<file path="src/rtl/seq_add64_ctrl.sv">
// Sequential wide adder: walks a WIDTH-bit A+B+Cin through one SLICE-bit adder,
// LSB slice first, one slice per clock, with the inter-slice carry held in a register.
module seq_add64_ctrl #(
  parameter int WIDTH = 64,
  parameter int SLICE = 16
) (
  input  logic             clk,
  input  logic             rst_n,
  input  logic             start,
  input  logic [WIDTH-1:0] A,
  input  logic [WIDTH-1:0] B,
  input  logic             Cin,
  output logic             ready,
  output logic             busy,
  output logic             done,
  output logic [WIDTH-1:0] Sum,
  output logic             Carry,
  output logic [1:0]       state_o
);

  localparam int NSLICE = WIDTH / SLICE;
  localparam int IDXW   = (NSLICE > 1) ? $clog2(NSLICE) : 1;

  typedef enum logic [1:0] {
    S_IDLE = 2'd0,
    S_RUN  = 2'd1,
    S_DONE = 2'd2
  } state_t;

  state_t           state_q, state_d;
  logic [IDXW-1:0]  idx_q;
  logic             carry_q;
  logic             carry_out_q;
  logic [WIDTH-1:0] a_q, b_q;
  logic [WIDTH-1:0] sum_q, sum_d;
  logic [SLICE:0]   slice_res;
  logic             last_slice;
  int               base;

  // Handshake: a request is taken on a rising edge where start=1 and ready=1;
  // start in any other cycle is ignored. done is high for exactly one cycle
  // when Sum/Carry are final, and they hold until the next accepted request.

  always_comb begin
    base       = int'(idx_q) * SLICE;
    slice_res  = {1'b0, a_q[base +: SLICE]} + {1'b0, b_q[base +: SLICE]}
               + {{SLICE{1'b0}}, carry_q};
    sum_d      = sum_q;
    sum_d[base +: SLICE] = slice_res[SLICE-1:0];
    last_slice = (idx_q == IDXW'(NSLICE - 1));
  end

  always_ff @(posedge clk) begin
    if (!rst_n) state_q <= S_IDLE;
    else        state_q <= state_d;
  end

  always_comb begin
    state_d = state_q;
    case (state_q)
      S_IDLE:  if (start) state_d = S_RUN;
      S_RUN:   if (last_slice) state_d = S_DONE;
      S_DONE:  state_d = S_IDLE;
      default: state_d = S_IDLE;
    endcase
  end

  always_comb begin
    ready   = (state_q == S_IDLE);
    busy    = (state_q == S_RUN) || (state_q == S_DONE);
    done    = (state_q == S_DONE);
    state_o = state_q;
  end

  // Sum is cleared on accept so unprocessed slices read zero while running.
  always_ff @(posedge clk) begin
    if (!rst_n) begin
      a_q         <= '0;
      b_q         <= '0;
      carry_q     <= 1'b0;
      idx_q       <= '0;
      sum_q       <= '0;
      carry_out_q <= 1'b0;
    end else begin
      case (state_q)
        S_IDLE: begin
          if (start) begin
            a_q         <= A;
            b_q         <= B;
            carry_q     <= Cin;
            idx_q       <= '0;
            sum_q       <= '0;
            carry_out_q <= 1'b0;
          end
        end
        S_RUN: begin
          sum_q   <= sum_d;
          carry_q <= slice_res[SLICE];
          if (last_slice) carry_out_q <= slice_res[SLICE];
          else            idx_q       <= idx_q + 1'b1;
        end
        default: ;
      endcase
    end
  end

  assign Sum   = sum_q;
  assign Carry = carry_out_q;

endmodule

</file>
<file path="config.mk">
export PLATFORM = sky130hd
export DESIGN_NAME = seq_add64_ctrl
export DESIGN_NICKNAME = d
export VERILOG_FILES = /design/src/rtl/seq_add64_ctrl.sv
export SDC_FILE = /design/constraint.sdc
export NUM_CORES = 1
export LEC_CHECK = 0
export CAP_MARGIN = 20
export CORE_MARGIN = 1
export CORE_UTILIZATION = 39
export CTS_CLUSTER_DIAMETER = 120
export DETAILED_ROUTE_END_ITERATION = 7
export PLACE_DENSITY_LB_ADDON = 0.08
export SLEW_MARGIN = 15
export SYNTH_ARGS = -nofsm -noshare
export SYNTH_HDL_FRONTEND = slang
export SYNTH_SLANG_ARGS = --single-unit
</file>
<file path="constraint.sdc">
create_clock -name clk -period 6.47 [get_ports clk]
set_input_delay 0.9705 -clock clk [delete_from_list [all_inputs] [get_ports clk]]
set_output_delay 0.9705 -clock clk [all_outputs]
set_load 0.02 [all_outputs]
</file>
==> flow_summary.toml, run 1 <==
[sta]
finalSetupTns_ns = 0
hold_viol_final = 0
report.final.slew_viol_count = 0
setup-violations-final = 0
slew-limit-headroom_pct = 31.96
layout_min_cycle_time_ns = 3.937
worst_pin_slew_ns = 1.021
finalCritPeriodShare_pct = 60.85
skew_ns = 0.01163
rsz0062_at_grt = "no"
fmax_mhz = 254.0

[final_layout]
fillers = 2073
nets = 1272
finalNonFillerCells = 1404
syn_to_final_growth_pct = 32.95
drive_gt1_share_pct = 8.326
antenna_cells = 0

[hold_path]
hold_class = "flip-flop to flip-flop"
hold_depth = 2

[synthesis]
synth_fp_nets = 1111
synth_area_leaders = "dfxtp_1, nand2_1, a21oi_1, mux4_2, ha_1"
ys_ff_latch = 198
avgSynthCellArea_um2 = 8.842
synthFlopType = "dfxtp_1"
ys_types = 56
ys_warn_count = 0
synth_edf_count = 0
netlist_area_um2 = 8444
ys_async_sr_fraction_pct = 0
seq_area_frac_synth_pct = 46.94
synth_top_area_share_pct = 46.94
synthesis.instances = 955
yosysTopAreaCell = "dfxtp_1"

[place]
routabilityCongestion = 0.7971
dpl.cell_count = 1370
io_buffers = 201
hpwl_um = 16490

[clock_network]
htreeDepth = 4
worstSkewPairLatency_ns = 0.43
cts.sinks = 198
postCtsHoldBufs = 0
cts_tree = "yes"
post_cts_resized = 0
numCtsBuffers = 17
cts_setup_buffers = 0
clockBufferDepth = 2
path_clk_slew_ns = 0.07
root_buffer = "clkbuf_16"

[detailed_routing]
drt_iter0_drc = 408
via_per_inst = 5.107
drt.antenna.violating_nets = 0
routed_wl_um = 23070
drc = 0
drt_pass1_iterations = 5
wl_per_cell_um = 16.43
num_vias = 7170

[worst_setup_path]
crit_arrival_ns = 4.21
critPathLaunchType = "flip-flop"
cp_max_fo = 25
worstPathCellList = "buf_4, mux4_2, fa_1, inv_1, fa_1, nand2b_1, a211oi_2, nor3_1, o21ai_2, o311ai_0, o31ai_1"
worstPathRequired_ns = 6.75
crit_family = "compound AO/OA/AOI/OAI gates"
cp_num_cells = 11
cp.buffers_inverters = 2
path_class = "flip-flop to flip-flop"
slowest_delay_ns = 0.71
slowest_stage = "dfxtp_2"
r2r_cells = 11
endpoint_kind = "flip-flop"
crit_path_frequent_cell = "fa_1"

[floorplan]
start_util_pct = 39.92
fp.dieW_um = 149.1
fp.coreArea_um2 = 21150
dieHeight_um = 149.1
dieArea_um2 = 22240
num_rows = 53
io-pin-count = 202

[grt]
grt_max_degree = 98
overflow = 0
grt_pass1_wl_um = 36680
antenna_found_initial = 0
grt_usage_pct = 21.42
grt_pass1_vias = 6715

[run]
cap_violations = 0

[power_and_ir_drop]
p_leak_nw = 4.080
ir_drop_mv = 0.1576
power.density_nw_per_um2 = 254.0

[status]
outcome = "finished, final reports clean"
cell type report:
cell class / instances / area [um^2] / share of cell area [%]
clock buffers: 20 / 446.7 / 3.979
clock inverters: 12 / 166.4 / 1.482
inverters: 11 / 43.79 / 0.3901
multi-input cells: 679 / 4178 / 37.21
flip-flops and latches: 198 / 3966 / 35.33
well taps: 275 / 344.1 / 3.065
repair buffers: 209 / 2082 / 18.54
cell usage in the layout, fill, tap and decap left out, types with 3 or more instances in the layout:
cell type | Yosys | final
a21o_1 | 3 | 3
dfxtp_1 | 198 | 196
inv_6 | 0 | 4
mux4_2 | 32 | 32
nand2b_1 | 5 | 5
xor2_1 | 5 | 5
o21ai_0 | 8 | 8
a211oi_1 | 4 | 4
a22o_1 | 17 | 17
o211ai_1 | 3 | 3
o21ai_1 | 6 | 6
clkbuf_16 | 0 | 17
nand3_1 | 7 | 7
a21oi_1 | 147 | 147
inv_1 | 9 | 9
nand2_1 | 282 | 281
bufinv_16 | 0 | 3
xnor2_1 | 7 | 7
ha_1 | 22 | 22
a22oi_1 | 33 | 33
buf_4 | 2 | 6
clkdlybuf4s50_1 | 0 | 201
nor2_1 | 43 | 43
o21ai_2 | 4 | 4
a32o_1 | 5 | 5
nor3_1 | 5 | 5
nand4_1 | 5 | 5
kinds of logic (layout without fill, tap and decap cells):
kind of cell	Yosys count	after routing	share of synthesized area, %
mux	33	33	8.653
simple gates	364	364	17.74
xor+xnor	12	12	1.245
compound gates	246	246	17.99
fa+ha+maj	24	24	3.734
flops	198	198	46.94
buf+inv	78	252	3.704
state kept, by name, indices dropped and copies added (netlist names):
| signal | flops |
|---|---|
| Sum | 64 |
| a_q | 64 |
| b_q | 64 |
| idx_q | 2 |
| state_o | 2 |
| Carry | 1 |
| carry_q | 1 |
cell usage after synthesis (2+ instances only):
cell type	number
a211oi_1	4
a211oi_2	2
a21o_1	3
a21oi_1	147
a21oi_2	2
a22o_1	17
a22oi_1	33
a32o_1	5
and2_1	3
buf_1	3
buf_2	9
buf_4	2
clkbuf_1	52
dfxtp_1	198
fa_1	2
ha_1	22
inv_1	9
mux4_2	32
nand2_1	282
nand2b_1	5
nand3_1	7
nand4_1	5
nor2_1	43
nor2_2	2
nor2b_1	2
nor3_1	5
nor4_2	2
o211ai_1	3
o21ai_0	8
o21ai_1	6
o21ai_2	4
o31ai_1	2
xnor2_1	7
xor2_1	5
worst reg2reg max path, delay by kind of cell, from the launching register on:
kind | cells | cell delay (ns)
compound gates | 4 | 0.72
flops | 1 | 0.71
fa+ha+maj | 2 | 0.66
mux | 1 | 0.59
buf+inv | 2 | 0.57
simple gates | 2 | 0.53
power breakdown:
group          leakage [nW]  switching (mW)  internal, mW
Clock                 0.298           0.479         0.628
Sequential             1.62          0.0334          1.28
Combinational          2.16           0.249         0.186
Total                  4.08           0.761          2.09
path summary, 6_finish.rpt:
| kind | from | to | slack [ns] |
|---|---|---|---|
| hold / removal | b_q[1] | b_q[1] | 0.45 |
| hold reg to reg | b_q[1] | b_q[1] | 0.45 |
| setup reg to reg | idx_q[0] | Carry | 2.53 |
| setup / recovery | idx_q[0] | Carry | 2.53 |
through the flow:
stage	util, %	hold WS [ns]	setup slack, ns	total power [mW]	instance area (um^2)
floorplan	-	0.4331	3.255	1.591	8444
global placement	50.06	0.4394	2.589	1.771	10590
detailed placement	50.06	0.4449	2.479	1.774	10590
CTS	52.95	0.4544	2.469	2.874	11200
global route	53.07	0.4642	2.258	2.973	11230
finish	53.07	0.4512	2.533	2.852	11230
per-layer routing:
| layer | vias up | share of wire [%] | wire [um] | GRT usage, % |
|---|---|---|---|---|
| met3 | 19 | 4.6 | 1066 | 3.517 |
| met2 | 186 | 47 | 10790 | 33.58 |
| met5 | - | 0 | 0 | 0 |
| met1 | 3331 | 47 | 10930 | 30.29 |
| li1 | 3634 | - | - | - |
| met4 | 0 | 1.2 | 280 | 6.020 |
No activity file was read; power rests on OpenSTA's default activity.
==> run 2, diff against run 1 <==
==> constraint.sdc (replaced) <==
create_clock -name clk -period 3.2 [get_ports clk]
set_input_delay 0.48 -clock clk [delete_from_list [all_inputs] [get_ports clk]]
set_output_delay 0.48 -clock clk [all_outputs]
set_load 0.02 [all_outputs]
==> run 2 against run 1 <==
Compared with the run above: global-route usage rose by 0.47 points; register-to-register slack got worse by 2.4 ns; fmax is 30% higher; critical path depth down 1; utilization is 0.67 points higher; flip-flop and latch count unchanged; final area grew 1.3%.
==> flow_summary.toml, run 2 (synthesis results as in run 1) <==
[sta]
fmax_mhz = 329.2
setup-violations-final = 0
skew_ns = 0.01261
hold_viol_final = 0
rsz0062_at_grt = "no"
layout_min_cycle_time_ns = 3.038
finalSetupTns_ns = 0
finalCritPeriodShare_pct = 94.93
worst_pin_slew_ns = 0.7215
slew-limit-headroom_pct = 51.90
report.final.slew_viol_count = 0

[floorplan]
fp.dieW_um = 149.1
fp.coreArea_um2 = 21150
start_util_pct = 39.92
num_rows = 53
dieArea_um2 = 22240
io-pin-count = 202
dieHeight_um = 149.1

[worst_setup_path]
crit_arrival_ns = 3.35
cp_max_fo = 15
slowest_delay_ns = 0.44
cp.buffers_inverters = 2
crit_family = "simple AND/OR/NAND/NOR gates"
worstPathRequired_ns = 3.51
endpoint_kind = "flip-flop"
path_class = "flip-flop to flip-flop"
slowest_stage = "dfxtp_2"
critPathLaunchType = "flip-flop"
worstPathCellList = "buf_12, buf_4, mux4_2, ha_2, nand4_1, a211oi_2, nor2_1, and4b_4, nor4_4, o21ai_1"

[grt]
overflow = 0
grt_max_degree = 129
grt_usage_pct = 21.89
grt_pass1_vias = 6919
grt_pass1_wl_um = 37440
antenna_found_initial = 0

[detailed_routing]
drt_pass1_iterations = 4
drt.antenna.violating_nets = 0
routed_wl_um = 23550
num_vias = 7334
drt_iter0_drc = 351
drc = 0
wl_per_cell_um = 16.55
via_per_inst = 5.154

[final_layout]
stdcell_area_um2 = 11370
drive_gt1_share_pct = 10.28
final_common_cell = "nand2_1"
antenna_cells = 0
nets = 1291
syn_to_final_growth_pct = 34.63
final_cell_mix = "nand2_1, clkdlybuf4s50_1, dfxtp_1, a21oi_1, nor2_1"
fin_util_pct = 53.74

[power_and_ir_drop]
total_power_mw = 5.622
ir_drop_mv = 0.3064
p_leak_nw = 4.162
power.density_nw_per_um2 = 494.6

[place]
io_buffers = 201
placed_area_um2 = 10800
routabilityCongestion = 0.8718
hpwl_um = 17310

[clock_network]
cts_tree = "yes"
htreeDepth = 4
worstSkewPairLatency_ns = 0.43
postCtsHoldBufs = 0
path_clk_slew_ns = 0.07
cts.sinks = 198
clockBufferDepth = 2
root_buffer = "clkbuf_16"
numCtsBuffers = 17

[hold_path]
hold_class = "flip-flop to flip-flop"

[status]
outcome = "finished, final reports clean"

[run]
cap_violations = 0
==> run 2: area by class of cell <==
type,instances,area (um^2)
Fill cell,2033,9786
Multi-Input combinational cell,679,4195
Sequential cell,198,3966
Timing Repair Buffer,228,2265
Clock buffer,19,442.9
Tap cell,275,344.1
Clock inverter,13,111.4
Inverter,11,43.79
==> run 2: per-layer routing <==
layer / part of all wire (%) / vias to the layer above / track usage, %
met3: 4.8 / 19 / 3.333
li1: - / 3674 / -
met4: 1.2 / 0 / 6.531
met1: 46 / 3444 / 30.09
met2: 48 / 197 / 35.42
met5: 0 / - / 0
==> run 2: worst paths after layout <==
path / startpoint / to / slack (ns) / cells past startpoint
min: b_q[35] / b_q[35] / 0.45 / 2
max: idx_q[1] / Sum[28] / 0.16 / 10
max reg2reg: idx_q[1] / Sum[28] / 0.16 / 10
min reg2reg: b_q[35] / b_q[35] / 0.45 / 2
==> run 2: power breakdown <==
| part | total, mW | internal (mW) | leakage (nW) | switching [mW] |
|---|---|---|---|---|
| Sequential | 2.65 | 2.58 | 1.62 | 0.0672 |
| Combinational | 0.930 | 0.415 | 2.27 | 0.515 |
| Clock | 2.04 | 1.04 | 0.270 | 1.00 |
| Total | 5.62 | 4.04 | 4.16 | 1.58 |
==> run 2: worst register-to-register path: cells and delay by family (launching register included) <==
family,cells,cell delay [ns]
AO/OA/AOI/OAI,2,0.41
adder cells (fa/ha/maj),1,0.42
buffers and inverters,2,0.44
flip-flops,1,0.44
multiplexers,1,0.35
AND/OR/NAND/NOR,4,0.85
==> run 2: timing repair <==
item / 4_1_cts / 5_1_grt
setup endpoints to repair: 0 / 10
setup buffers: 0 / 0
gates resized for setup: 0 / 4
==> run 2: stage by stage <==
step	worst slack (ns)	hold WS (ns)	instances
3_5_place_dp	0.1466	0.4440	1391
6_report	0.1623	0.4520	1423
4_1_cts	0.1203	0.4541	1423
5_1_grt	0.005179	0.4688	1423
3_3_place_gp	0.1851	0.4417	1391
2_1_floorplan	0.05984	0.4331	955
==> run 3, diff against run 2 <==
--- a/config.mk
+++ b/config.mk
@@ -6,7 +6,6 @@
 export NUM_CORES = 1
 export LEC_CHECK = 0
 export CAP_MARGIN = 20
-export CORE_MARGIN = 1
 export CORE_UTILIZATION = 39
 export CTS_CLUSTER_DIAMETER = 120
 export DETAILED_ROUTE_END_ITERATION = 7
==> results of run 3 <==
The final DEF is identical to that of run 2; final timing and power are the same.
